--- src/rtl/periph_bus_arbiter_pkg.sv ---
// Shared definitions for the two-master peripheral bus arbiter: FSM state
// encoding, the peripheral window base and an owner-decode helper.
package periph_bus_arbiter_pkg;

  typedef enum logic [1:0] {
    ST_IDLE = 2'd0,
    ST_OWN0 = 2'd1,
    ST_OWN1 = 2'd2
  } arb_state_t;

  localparam logic [31:0] PERIPH_BASE = 32'h4000_0000;
  localparam int          STAT_W      = 16;

  // Master index that owns the bus in an owner state (1 only for ST_OWN1).
  function automatic logic owner_of(arb_state_t s);
    return (s == ST_OWN1);
  endfunction

endpackage

--- src/rtl/periph_bus_arbiter_sat_counter.sv ---
// Saturating up-counter with synchronous clear; serves the hold counter and
// the optional statistics counters.
module arb_sat_counter #(
  parameter int W = 4
) (
  input  logic         clk,
  input  logic         reset,
  input  logic         clear,
  input  logic         inc,
  output logic [W-1:0] count
);

  always_ff @(posedge clk or negedge reset) begin
    if (!reset) begin
      count <= '0;
    end else if (clear) begin
      count <= '0;
    end else if (inc && (count != {W{1'b1}})) begin
      count <= count + 1'b1;
    end
  end

endmodule

--- src/rtl/periph_bus_arbiter.sv ---
// Round-robin arbiter sharing the peripheral register bus between the CPU
// (master 0) and a secondary engine (master 1). Define ARB_STATS_EN for counters.
module periph_bus_arbiter
  import periph_bus_arbiter_pkg::*;
#(
  parameter int MAX_HOLD = 8,
  parameter int HOLD_W   = 4
) (
  input  logic        clk,
  input  logic        reset,
  input  logic        m0_req,
  input  logic        m1_req,
  input  logic        m0_rd,
  input  logic        m1_rd,
  input  logic        m0_wr,
  input  logic        m1_wr,
  input  logic        m0_lock,
  input  logic        m1_lock,
  input  logic [31:0] m0_addr,
  input  logic [31:0] m1_addr,
  input  logic [31:0] m0_wdata,
  input  logic [31:0] m1_wdata,
  output logic        m0_gnt,
  output logic        m1_gnt,
  output logic [31:0] m0_rdata,
  output logic [31:0] m1_rdata,
  output logic        m0_rvalid,
  output logic        m1_rvalid,
  output logic        p_rd,
  output logic        p_wr,
  output logic [31:0] p_addr,
  output logic [31:0] p_wdata,
  input  logic [31:0] p_rdata,
  output logic [15:0] stat_gnt0,
  output logic [15:0] stat_gnt1,
  output logic [15:0] stat_conflict
);

  localparam logic [HOLD_W-1:0] HOLD_LIMIT = HOLD_W'(MAX_HOLD - 1);

  arb_state_t        state;
  arb_state_t        next_state;
  logic              last_owner;
  logic [HOLD_W-1:0] hold_cnt;
  logic              hold_ok;
  logic              hold_clear;
  logic              hold_inc;

  assign hold_ok = (hold_cnt < HOLD_LIMIT);

  // A locked owner keeps the bus under contention only until the hold limit.
  always_comb begin
    next_state = state;
    case (state)
      ST_IDLE: begin
        if (m0_req && m1_req) next_state = last_owner ? ST_OWN0 : ST_OWN1;
        else if (m0_req)      next_state = ST_OWN0;
        else if (m1_req)      next_state = ST_OWN1;
        else                  next_state = ST_IDLE;
      end
      ST_OWN0: begin
        if (m0_req && (!m1_req || (m0_lock && hold_ok))) next_state = ST_OWN0;
        else if (m1_req)                                 next_state = ST_OWN1;
        else                                             next_state = ST_IDLE;
      end
      ST_OWN1: begin
        if (m1_req && (!m0_req || (m1_lock && hold_ok))) next_state = ST_OWN1;
        else if (m0_req)                                 next_state = ST_OWN0;
        else                                             next_state = ST_IDLE;
      end
      default: next_state = ST_IDLE;
    endcase
  end

  assign hold_clear = (next_state != state) || (next_state == ST_IDLE);
  assign hold_inc   = (state != ST_IDLE);

  arb_sat_counter #(.W(HOLD_W)) u_hold_cnt (
    .clk   (clk),
    .reset (reset),
    .clear (hold_clear),
    .inc   (hold_inc),
    .count (hold_cnt)
  );

  assign m0_gnt = (state == ST_OWN0);
  assign m1_gnt = (state == ST_OWN1);

  // Strobes are gated by the owner's own req; write wins over read.
  always_comb begin
    p_rd    = 1'b0;
    p_wr    = 1'b0;
    p_addr  = '0;
    p_wdata = '0;
    case (state)
      ST_OWN0: begin
        p_rd    = m0_req & m0_rd & ~m0_wr;
        p_wr    = m0_req & m0_wr;
        p_addr  = m0_addr;
        p_wdata = m0_wdata;
      end
      ST_OWN1: begin
        p_rd    = m1_req & m1_rd & ~m1_wr;
        p_wr    = m1_req & m1_wr;
        p_addr  = m1_addr;
        p_wdata = m1_wdata;
      end
      default: ;
    endcase
  end

  always_ff @(posedge clk or negedge reset) begin
    if (!reset) begin
      state      <= ST_IDLE;
      last_owner <= 1'b1;
      m0_rdata   <= '0;
      m1_rdata   <= '0;
      m0_rvalid  <= 1'b0;
      m1_rvalid  <= 1'b0;
    end else begin
      state <= next_state;
      if (next_state != ST_IDLE) last_owner <= owner_of(next_state);
      m0_rvalid <= m0_gnt && p_rd;
      m1_rvalid <= m1_gnt && p_rd;
      if (m0_gnt && p_rd) m0_rdata <= p_rdata;
      if (m1_gnt && p_rd) m1_rdata <= p_rdata;
    end
  end

`ifdef ARB_STATS_EN
  logic xfer0;
  logic xfer1;
  logic conflict;

  assign xfer0    = m0_gnt & (p_rd | p_wr);
  assign xfer1    = m1_gnt & (p_rd | p_wr);
  assign conflict = m0_req & m1_req;

  arb_sat_counter #(.W(STAT_W)) u_stat_gnt0 (
    .clk(clk), .reset(reset), .clear(1'b0), .inc(xfer0), .count(stat_gnt0)
  );
  arb_sat_counter #(.W(STAT_W)) u_stat_gnt1 (
    .clk(clk), .reset(reset), .clear(1'b0), .inc(xfer1), .count(stat_gnt1)
  );
  arb_sat_counter #(.W(STAT_W)) u_stat_conflict (
    .clk(clk), .reset(reset), .clear(1'b0), .inc(conflict), .count(stat_conflict)
  );
`else
  assign stat_gnt0     = '0;
  assign stat_gnt1     = '0;
  assign stat_conflict = '0;
`endif

endmodule
--- config.mk ---
export PLATFORM = sky130hd
export DESIGN_NAME = periph_bus_arbiter
export DESIGN_NICKNAME = d
export VERILOG_FILES = /design/src/rtl/periph_bus_arbiter_pkg.sv /design/src/rtl/periph_bus_arbiter_sat_counter.sv /design/src/rtl/periph_bus_arbiter.sv
export SDC_FILE = /design/constraint.sdc
export NUM_CORES = 1
export LEC_CHECK = 0
export ABC_AREA = 0
export CAP_MARGIN = 30
export CORE_AREA = 2 2 135 137
export CTS_BUF_LIST = sky130_fd_sc_hd__clkbuf_2
export CTS_CLUSTER_DIAMETER = 80
export DETAILED_ROUTE_END_ITERATION = 12
export DIE_AREA = 0 0 137 139
export HOLD_SLACK_MARGIN = 0.05
export PLACE_DENSITY_LB_ADDON = 0.25
export SLEW_MARGIN = 20
export SYNTH_ARGS = -nofsm -noshare
export SYNTH_HDL_FRONTEND = slang
export SYNTH_HIERARCHICAL = 1
export SYNTH_SLANG_ARGS = --single-unit
--- constraint.sdc ---
create_clock -name clk -period 2.5 [get_ports clk]
set_input_delay 0.5 -clock clk [delete_from_list [all_inputs] [get_ports clk]]
set_output_delay 0.5 -clock clk [all_outputs]
set_load 0.1 [all_outputs]
==> summary.txt <==
Run status
  • Status: finished, violations left
  • Violated checks: setup timing

Place
  • Placer congestion estimate: 0.7576
  • Post-DP HPWL: between 10000 and 15000 um
  • PortBufs: 303
  • Pre-CTS setup slack: -0.04500 ns

Layout
  • Nets@finish: 894
  • Commonest cells after routing, fill and taps aside: 168 x clkdlybuf4s50_1, 76 x buf_4, 74 x buf_12
  • Area delta synth->final: 114.5%
  • Commonest non-fill, non-tap cell in the layout: clkdlybuf4s50_1
  • Layout cells sized above 1: 51.52%
  • Fin util: between 50% and 60%
  • Fill cell count: 1499
  • Sequential Area: 1831 sq um
  • Area occupied by multi-input gates: approximately 3000 sq um

Timing
  • Setup-failing EPs final: 66
  • F_max: around 390 MHz
  • RSZ-0062 raised after global routing: yes
  • Setup TNS Final: -2.474 ns
  • Final WS setup: -0.07804 ns
  • Final hold violation count: 0
  • Slew of the pin with the lowest slew margin: roughly 0.7 ns
  • Final min period: 2.578 ns
  • Slew headroom: 52.82%
  • Final Skew: 0.009651 ns
  • Period utilization: 103.1%
  • Max Transition Viols Final: 0

Critical path
  • Worst Path Max Fanout: 15
  • Worst r2r src: state[0]
  • Kind of critical path: reg -> out
  • Worst R2R Path Depth: 11
  • CP cell instances: inv_4 > ha_4 > clkbuf_16 > a22oi_1 > nor2b_4 > buf_12
  • Reg-to-reg endpoint: u_hold_cnt/count[0]
  • Critical Path Source Type: register
  • Slowest CP cell: dfrtp_2
  • R2r setup slk: 0.07 ns
  • Worst EP required: 2.00 ns
  • CP Capture Type: primary output
  • Worst endpoint data arrival time: 2.08 ns
  • Max stage delay on crit path: 0.50 ns

Clock tree
  • Reg clk slew, reported paths: roughly 0.20 ns
  • Worst skew pair latency: about 0.5 ns
  • CTS tree: done
  • Htree depth: 3
  • CTS root buf: clkbuf_2
  • Clock Sinks: 73
  • Clk buf depth: 2
  • Total CTS buffers: 9

Routing
  • DR WL/cell: 19.97 um
  • Residual DRC: 0
  • Avg Vias per Cell: roughly 4.6
  • Detailed Route Iter0 Violations: 180
  • Routed Antenna Nets: 0
  • Via Count: roughly 4400
  • Wirelength, routed: 19080 um
  • Drt pass-1 iters: 4

Logic synthesis
  • Number of flops mapped to enable cells by yosys: 0
  • Sequential area share after synthesis: 41.85%
  • Yosys reg bits: 73
  • Syn. warnings: 6
  • Synth Area per Inst: 10.87 sq um
  • Ys flop type: dfrtp_1
  • Mapped cell area: 4368 sq um
  • Post-synthesis cell count: 402
  • FFs w/ async S/R, synth: 100.0%
  • Yosys cell types: 41

Floorplanning
  • Die Y: 139 um
  • # rows: 49
  • Die width: 137 um
  • Die ar.: around 19000 sq um
  • Initial core utilization: 24.74%
  • Core Region: 17660 sq um
  • IO Pins: 352

GRT
  • Total grt overflow: 0
  • Vias in the first global route: 4548
  • Antenna violations before repair: 4
  • Total track usage: 18.92%
  • First-pass GRT wire length: 27270 um
  • Pin count of the biggest net entering global routing: 44

Min path
  • Class of the worst hold path: in -> async

Power
  • PD cells: 1388 nW/um^2
  • Power Total: 13.00 mW
  • Peak supply drop: 0.0008962 V
  • Total leakage power: 4.119 nW

Run
  • Max-cap violations: 0
cells by family (layout without fill, tap and decap cells):
family          count (synthesis)  after routing  share of synthesized area (%)
simple gates                   92             92                          13.32
mux                            66             66                          17.07
buf+inv                        85            360                          12.55
flops                          73             73                          41.85
other cells                     1             50                        0.08585
fa+ha+maj                       5              5                          1.432
compound gates                 80             80                          13.69
state kept, by name (all words and copies together) (netlist names):
name              count
m0_rdata             32
m1_rdata             32
u_hold_cnt/count      4
state                 2
last_owner            1
m0_rvalid             1
m1_rvalid             1
through the flow:
step / hold WS (ns) / instance area [sq um] / std cells
after detailed placement: 0.4935 / 8488 / 910
final: 0.5194 / 9369 / 955
after floorplan: 0.2044 / 5164 / 449
after global routing: 0.5091 / 9366 / 954
after global placement: 0.4923 / 8488 / 910
after CTS: 0.4962 / 9213 / 949
routing by layer:
layer / wire length [um] / global-route usage (%) / vias up
li1: - / - / 1986
met2: 10360 / 34.98 / 205
met5: 27 / 0 / -
met4: 365 / 5.534 / 4
met1: 6354 / 19.42 / 2130
met3: 1969 / 7.310 / 26
worst max path at each step:
stage | cells past startpoint | from | to
5_1_grt | 6 | state[0] | p_rd
3_3_place_gp | 8 | m0_req | u_hold_cnt/count[0]
2_1_floorplan | 8 | state[0] | m0_rdata[10]
4_1_cts | 6 | state[0] | p_rd
6_report | 6 | state[0] | p_addr[18]
3_5_place_dp | 8 | m1_req | u_hold_cnt/count[1]
final cells by class:
type,count,share of cell area (%)
inverter,8,0.3739
clock buffer,9,0.4808
sequential,73,19.54
clock inverter,7,0.7479
multi-input combinational,291,31.61
tap,229,3.058
timing repair buffer,336,44.14
antenna,2,0.05342
worst max-delay path: cells and delay by family, from the launching register on:
kind	cells	cell delay [ns]
buf+inv	3	0.51
flops	1	0.50
fa+ha+maj	1	0.27
compound gates	1	0.13
simple gates	1	0.15
cells in the mapped netlist (2+ instances only):
library cell  instances  area share, %
dfrtp_1              72             41
nor2b_1              66            9.5
a22oi_1              64             11
mux2_2               64             16
buf_4                48            8.2
clkbuf_1             17            1.5
inv_1                 8           0.69
buf_6                 6            1.5
ha_1                  5            1.4
nand3_1               4           0.46
buf_1                 3           0.26
buf_2                 3           0.34
nand2b_1              3           0.43
a21oi_1               2           0.23
a31oi_1               2           0.29
and3_1                2           0.29
nand2_1               2           0.17
nand2_2               2           0.29
nand4_1               2           0.29
nand4b_1              2           0.40
nor2_1                2           0.17
nor3_1                2           0.23
o21ai_0               2           0.23
o31ai_1               2           0.34
what timing repair did:
item                                   4_1_cts  5_1_grt
resized for setup                           50       17
cloned                                       8        2
endpoints found under the hold margin       30        0
hold buffers                                 1        0
setup endpoints to repair                   66       67
buffers inserted                            15        2
pin swaps                                    5        2
report_power, final:
group / switching [mW] / total (mW) / internal [mW]
Sequential: 0.156 / 1.58 / 1.42
Clock: 0.428 / 0.656 / 0.229
Combinational: 6.59 / 10.8 / 4.18
No activity file was read; power rests on OpenSTA's default activity.
